**src/rtl/ram_pkg.sv**
```systemverilog
// Shared constants for the simple dual-port RAM family plus the parameter legality
// check that every RAM top evaluates at elaboration time.
package ram_pkg;

  localparam string PRIM_BLOCK       = "block";
  localparam string PRIM_DIST        = "distributed";
  localparam string PRIM_AUTO        = "auto";

  localparam string COLL_READ_FIRST  = "no";
  localparam string COLL_WRITE_FIRST = "write_first";

  function automatic bit params_legal(
    input int    mem_words,
    input int    addr_w,
    input int    data_w,
    input int    rd_lat,
    input string prim,
    input string coll
  );
    bit ok;
    ok = 1'b1;
    if (addr_w < 1 || addr_w > 31 || data_w < 1) ok = 1'b0;
    if (mem_words < 1) ok = 1'b0;
    if (addr_w >= 1 && addr_w <= 31 && longint'(mem_words) > (longint'(1) << addr_w)) ok = 1'b0;
    if (rd_lat < 1) ok = 1'b0;
    if (!(prim == PRIM_BLOCK || prim == PRIM_DIST || prim == PRIM_AUTO)) ok = 1'b0;
    if (!(coll == COLL_READ_FIRST || coll == COLL_WRITE_FIRST)) ok = 1'b0;
    return ok;
  endfunction

endpackage

```
**src/rtl/sdp_ram_rdpipe.sv**
```systemverilog
// Output shift register behind the RAM read stage: Depth stages of DataBusWidth bits,
// shifting every cycle, cleared by the synchronous reset.
module sdp_ram_rdpipe #(
  parameter int DataBusWidth = 8,
  parameter int Depth        = 1
) (
  input  logic                    clk,
  input  logic                    rst,
  input  logic [DataBusWidth-1:0] data_i,
  output logic [DataBusWidth-1:0] data_o
);

  logic [DataBusWidth-1:0] pipe_q [Depth];

  always_ff @(posedge clk) begin
    if (rst) begin
      for (int i = 0; i < Depth; i++) pipe_q[i] <= '0;
    end else begin
      pipe_q[0] <= data_i;
      for (int i = 1; i < Depth; i++) pipe_q[i] <= pipe_q[i-1];
    end
  end

  assign data_o = pipe_q[Depth-1];

endmodule

```
**src/rtl/sdp_ram.sv**
```systemverilog
// Simple dual-port synchronous RAM: write-only port A, read-only port B, one clock,
// registered read data with ReadLatency cycles from re_b sample to r_data_b.
module sdp_ram
  import ram_pkg::*;
#(
  parameter int    MemSizeWords        = 32,
  parameter int    AddrBusWidth        = 5,
  parameter int    DataBusWidth        = 8,
  parameter string MemoryPrimitive     = "block",
  parameter string MemoryAddrCollision = "no",
  parameter int    ReadLatency         = 1
) (
  input  logic                    clk,
  input  logic                    rst,
  input  logic [AddrBusWidth-1:0] addr_a,
  input  logic                    we_a,
  input  logic [DataBusWidth-1:0] w_data_a,
  input  logic [AddrBusWidth-1:0] addr_b,
  input  logic                    re_b,
  output logic [DataBusWidth-1:0] r_data_b
);

  if (!params_legal(MemSizeWords, AddrBusWidth, DataBusWidth, ReadLatency,
                    MemoryPrimitive, MemoryAddrCollision)) begin : g_param_check
    $error("sdp_ram: illegal parameter set");
  end

  localparam int                  IdxW       = (MemSizeWords > 1) ? $clog2(MemSizeWords) : 1;
  localparam logic [AddrBusWidth:0] MemLimit = (AddrBusWidth+1)'(MemSizeWords);
  localparam bit                  WriteFirst = (MemoryAddrCollision == COLL_WRITE_FIRST);

  // Contents start at zero and survive rst; only the read path is reset.
  (* ram_style = MemoryPrimitive *)
  logic [DataBusWidth-1:0] mem_q [MemSizeWords] = '{default: '0};

  logic [DataBusWidth-1:0] stage1_q;
  logic                    wr_ok;
  logic                    rd_in_range;
  logic                    collide;
  logic [IdxW-1:0]         wr_idx;
  logic [IdxW-1:0]         rd_idx;

  assign wr_ok       = we_a && ({1'b0, addr_a} < MemLimit);
  assign rd_in_range = {1'b0, addr_b} < MemLimit;
  assign collide     = wr_ok && (addr_a == addr_b);
  assign wr_idx      = addr_a[IdxW-1:0];
  assign rd_idx      = addr_b[IdxW-1:0];

  always_ff @(posedge clk) begin
    if (wr_ok) mem_q[wr_idx] <= w_data_a;
  end

  // Non-blocking semantics give read-first; write-first forwards port A data.
  always_ff @(posedge clk) begin
    if (rst) begin
      stage1_q <= '0;
    end else if (re_b) begin
      if (!rd_in_range)               stage1_q <= '0;
      else if (WriteFirst && collide) stage1_q <= w_data_a;
      else                            stage1_q <= mem_q[rd_idx];
    end
  end

  if (ReadLatency == 1) begin : g_lat1
    assign r_data_b = stage1_q;
  end else begin : g_pipe
    sdp_ram_rdpipe #(
      .DataBusWidth(DataBusWidth),
      .Depth       (ReadLatency - 1)
    ) u_rdpipe (
      .clk   (clk),
      .rst   (rst),
      .data_i(stage1_q),
      .data_o(r_data_b)
    );
  end

endmodule

```
**config.mk**
```make
export PLATFORM = sky130hd
export DESIGN_NAME = sdp_ram
export DESIGN_NICKNAME = d
export VERILOG_FILES = /design/src/rtl/ram_pkg.sv /design/src/rtl/sdp_ram_rdpipe.sv /design/src/rtl/sdp_ram.sv
export SDC_FILE = /design/constraint.sdc
export NUM_CORES = 1
export LEC_CHECK = 0
export CORE_ASPECT_RATIO = 1.75
export CORE_MARGIN = 3
export CORE_UTILIZATION = 55
export CTS_CLUSTER_SIZE = 28
export DETAILED_ROUTE_END_ITERATION = 8
export GPL_TIMING_DRIVEN = 0
export HOLD_SLACK_MARGIN = 0.06
export PLACE_DENSITY_LB_ADDON = 0.3
export SLEW_MARGIN = 20
export SYNTH_ARGS = -nofsm -noshare
export SYNTH_HDL_FRONTEND = slang
export SYNTH_HIERARCHICAL = 1
export SYNTH_SLANG_ARGS = --single-unit
```
**constraint.sdc**
```tcl
create_clock -name clk -period 3.8 [get_ports clk]
set_clock_uncertainty 0.05 [all_clocks]
set_input_delay 0.76 -clock clk [delete_from_list [all_inputs] [get_ports clk]]
set_output_delay 0.76 -clock clk [all_outputs]
set_load 0.05 [all_outputs]
```
==> Yosys cells after proc, flatten, opt, wreduce, memory -nomap -nowiden <==
Memory sizes are Yosys's and may differ from the RTL's. A register that Yosys moved wholly into a read port is not among the register bits.
Index checks and enable logic that the tools add are counted.
{ "totals": {"reg_bits": 0, "ram_bits": 256, "input_bits": 22, "out_inout_bits": 8, "elab_cells": 3, "mem_count": 1} }
{ "mem_list": {"columns": ["name", "depth", "word_bits", "rd", "rd_clocked_by_memory_dff", "wr", "line", "rtl"], "rows": [
  ["mem_q", 32, 8, 1, 1, 1, "sdp_ram.sv:34", "logic [DataBusWidth-1:0] mem_q [MemSizeWords] = '{default: '0};"]
]} }
{ "classes": {"n_mux": 2} }
{ "ops": {"columns": ["operator", "n"], "rows": [
  ["1-bit 2-to-1 mux", 2]
]} }

==> Logic depth before layout (Yosys ltp) <==
{ "depth": {"word_depth": 2, "mapped_depth": 7, "ltp_nobuf": 5} }

==> Worst setup path before layout <==
OpenSTA, ideal clock, no wires.
{ "synth_timing": {"path_kind": "in2reg", "startpoint": "input addr_b[2]", "endpoint": "register stage1_q[0] (netlist: r_data_b[0]), read port of mem_q", "setup_time_ns": 0.086, "t_arrival_ns": 2.147, "required_ns": 3.664, "slack_ns": 1.518, "cell_stages": 7, "n_path_buf": 2, "cell_sequence": "and2_1 > clkbuf_1 > clkbuf_1 > a22oi_1 > a21oi_1 > or4_1 > a211oi_1"} }
{ "synth_rtl": {"columns": ["element", "line", "rtl"], "rows": [
  ["start, declared", "sdp_ram.sv:18", "input logic [AddrBusWidth-1:0] addr_b,"],
  ["end, declared", "sdp_ram.sv:36", "logic [DataBusWidth-1:0] stage1_q;"]
]} }

==> impl_metrics.yaml <==
clock_network:
  path_clk_slew_ns: 0.07
  h-tree-depth: 1
  clock_path_buffers: 3
  cts_resized: 0
  hold_buffers: 0
  cts_made_buffers: 23
  cts_sinks: 264
  cts_setup_buffers: 0
  cts_tree: "built"
  root_buffer: "clkbuf_16"
  insertion_delay_ns: 0.52
place:
  place_area_um2: 10900
  dp_hpwl_um: 15900
  io_buffers: 26
  gp_congestion: 0.956
synth:
  synth.distinct_cells: 21
  synthTopCellsByArea: "edfxtp_1, mux2i_1, a22oi_1"
  yosysWarningCount: 6
  ys_ff_latch: 264
  yosys.area.top_type: "edfxtp_1"
  netlist_instances: 601
  synth_top_area_share_pct: 74.0
  syn_avg_cell_area_um2: 17.3
  ys_seq_area_share_pct: 75.6
  syn-cell-area_um2: 10400
  synth_nets: 623
floorplan:
  core_area_um2: 18300
  die_y_um: 188
  dieArea_um2: 20600
  start_util_pct: 56.7
  io_pins: 30
  die_w_um: 110
  num_rows: 65
global_routing:
  grt_antenna_before_repair: 0
  grt_pass1_vias: 5897
  grt_max_degree: 33
  grt_overflow: 0
  globalRouteTotalUtil_pct: 23.4
  grt_pass1_wl_um: 34500
layout:
  area_delta_synth_final_pct: 11.8
  antenna_cells: 0
  final_cell_area_um2: 11600
  final_common_cell: "edfxtp_1"
  drive_gt1_share_pct: 8.98
  layout_common_cells: "edfxtp_1, mux2i_1, a22oi_1"
  nNetsFinal: 674
critical_path:
  r2r_slack_ns: 1.96
  crit_path_frequent_cell: "clkbuf_1"
  arrival_ns: 3.23
  path_max_fanout: 10
  worst-path-buf-inv: 3
  crit_chain: "clkdlybuf4s50_1, nor2b_1, clkbuf_1, clkbuf_1, a22oi_1, a21oi_1, or4_1, a211oi_1"
  reg2reg_to: "r_data_b[5]"
  required_ns: 4.17
  r2r-start: "mem_q[29][5]"
  cp_slowest_stage_delay_ns: 0.56
  end_kind: "flip-flop"
  rr_worst_depth: 5
  cp.depth: 8
  slowest_stage: "or4_1"
  crit_family: "buffers and inverters"
  path_class: "input pin to flip-flop"
  critPathLaunchType: "input pin"
pwr:
  p_sw_share_pct: 21.9
  power_density_nw_per_um2: 502
  switchingPower_uw: 1280
  p_comb_share_pct: 6.3
  finalPower_uw: 5830
  power.leakage_uw: 0.00396
  clkPwrFrac_pct: 38.0
  seq_power_share_pct: 55.6
  internal-power_uw: 4560
  irDropWorstVdd_mv: 0.399
drt:
  drt_pass1_iterations: 5
  wl_um: 23600
  initialDrtViolationCount: 443
  vias: 5572
  drc_errors: 0
  wl_per_cell_um: 26.2
  ant_nets: 0
  vias_per_cell: 6.18
timing:
  finalHoldViolCount: 0
  fin_setup_tns_ns: 0
  timing.final.crit_share_pct: 75.3
  tightestPinTransition_ns: 0.826
  rsz0062_at_grt: "false"
  relSlewSlack_pct: 44.7
  setup_viol: 0
  slew_violations: 0
  clock.fmax_ghz: 0.349
  layout_min_cycle_time_ns: 2.86
worst_hold_path:
  hold_path.class: "flip-flop to flip-flop"
  min_to: "r_data_b[2]"
  min_from: "r_data_b[2]"
  hold_depth: 2
status:
  status: "completed"
job:
  maxCapViolations: 0
## cells by family after synthesis
logic type / count (synthesis) / synth area share [%]
flip-flops: 264 / 75.6
multiplexers: 128 / 12.3
AO/OA/AOI/OAI: 104 / 6.75
AND/OR/NAND/NOR: 69 / 3.30
buffers and inverters: 36 / 2.02
## sequential cells by signal, summed over array words and instances (netlist names)
| register | count |
|---|---|
| r_data_b | 8 |
| mem_q | 256 |
## synthesized netlist by cell type
library cell / n
edfxtp_1: 256
mux2i_1: 128
a22oi_1: 64
nor2_1: 42
a21oi_1: 32
clkbuf_1: 18
a211oi_1: 8
buf_4: 8
dfxtp_1: 8
or4_1: 8
buf_6: 6
nand3b_1: 5
buf_1: 4
or3b_2: 3
nand2_1: 2
nand2b_1: 2
nand3_1: 2
nor2b_1: 2
and2_1: 1
or2_2: 1
or3_1: 1
## how the worst max path moves through the flow
| stage | end | slack, ns | start |
|---|---|---|---|
| 3_5_place_dp | r_data_b[1] | 0.44 | addr_b[2] |
| 5_1_grt | r_data_b[2] | 0.86 | addr_b[2] |
| 4_1_cts | r_data_b[1] | 0.97 | addr_b[2] |
| 2_1_floorplan | r_data_b[0] | 1.52 | addr_b[2] |
| 3_3_place_gp | r_data_b[5] | 0.48 | addr_b[1] |
| 6_report | r_data_b[1] | 0.94 | addr_b[2] |
## tightest hold or removal path, cell delays in order, from the launching register on
cell and delay [ns]:
dfxtp_1 0.31, nor2_1 0.09, a211oi_1 0.05
## power by group through the flow
stage | sequential [µW] | clock (µW) | combinational, µW
2_1_floorplan | 3330 | 0 | 182
3_3_place_gp | 3310 | 0 | 363
3_5_place_dp | 3310 | 0 | 370
4_1_cts | 3250 | 2230 | 371
5_1_grt | 3250 | 2350 | 392
6_report | 3240 | 2220 | 370
## layout make-up
type                    instances  area (µm²)
plain buffers                  36         210
well taps                     234         293
flip-flops and latches        264        7850
fillers                      1321        6690
clock inverters                14         124
repair buffers                 26         220
multi-input cells             301        2320
clock buffers                  27         591
## through the flow
step / hold WS (ns) / std cells / utilization, % / setup WS [ns]
4_1_cts: 0.443 / 902 / 63.6 / 0.968
5_1_grt: 0.460 / 902 / 63.4 / 0.861
6_report: 0.446 / 902 / 63.4 / 0.938
2_1_floorplan: 0.652 / 601 / - / 1.52
3_5_place_dp: 0.434 / 861 / 59.7 / 0.445
3_3_place_gp: 0.436 / 861 / 59.8 / 0.477
## routing by layer
metal | vias up | part of all wire [%] | global-route usage (%) | wire [µm]
met1 | 2797 | 34 | 26.6 | 7990
li1 | 2492 | - | - | -
met3 | 63 | 6.0 | 3.34 | 1430
met5 | - | 0 | 0 | 0
met4 | 0 | 4.8 | 10.9 | 1130
met2 | 220 | 55 | 42.1 | 13100
No activity file was read; power rests on OpenSTA's default activity.
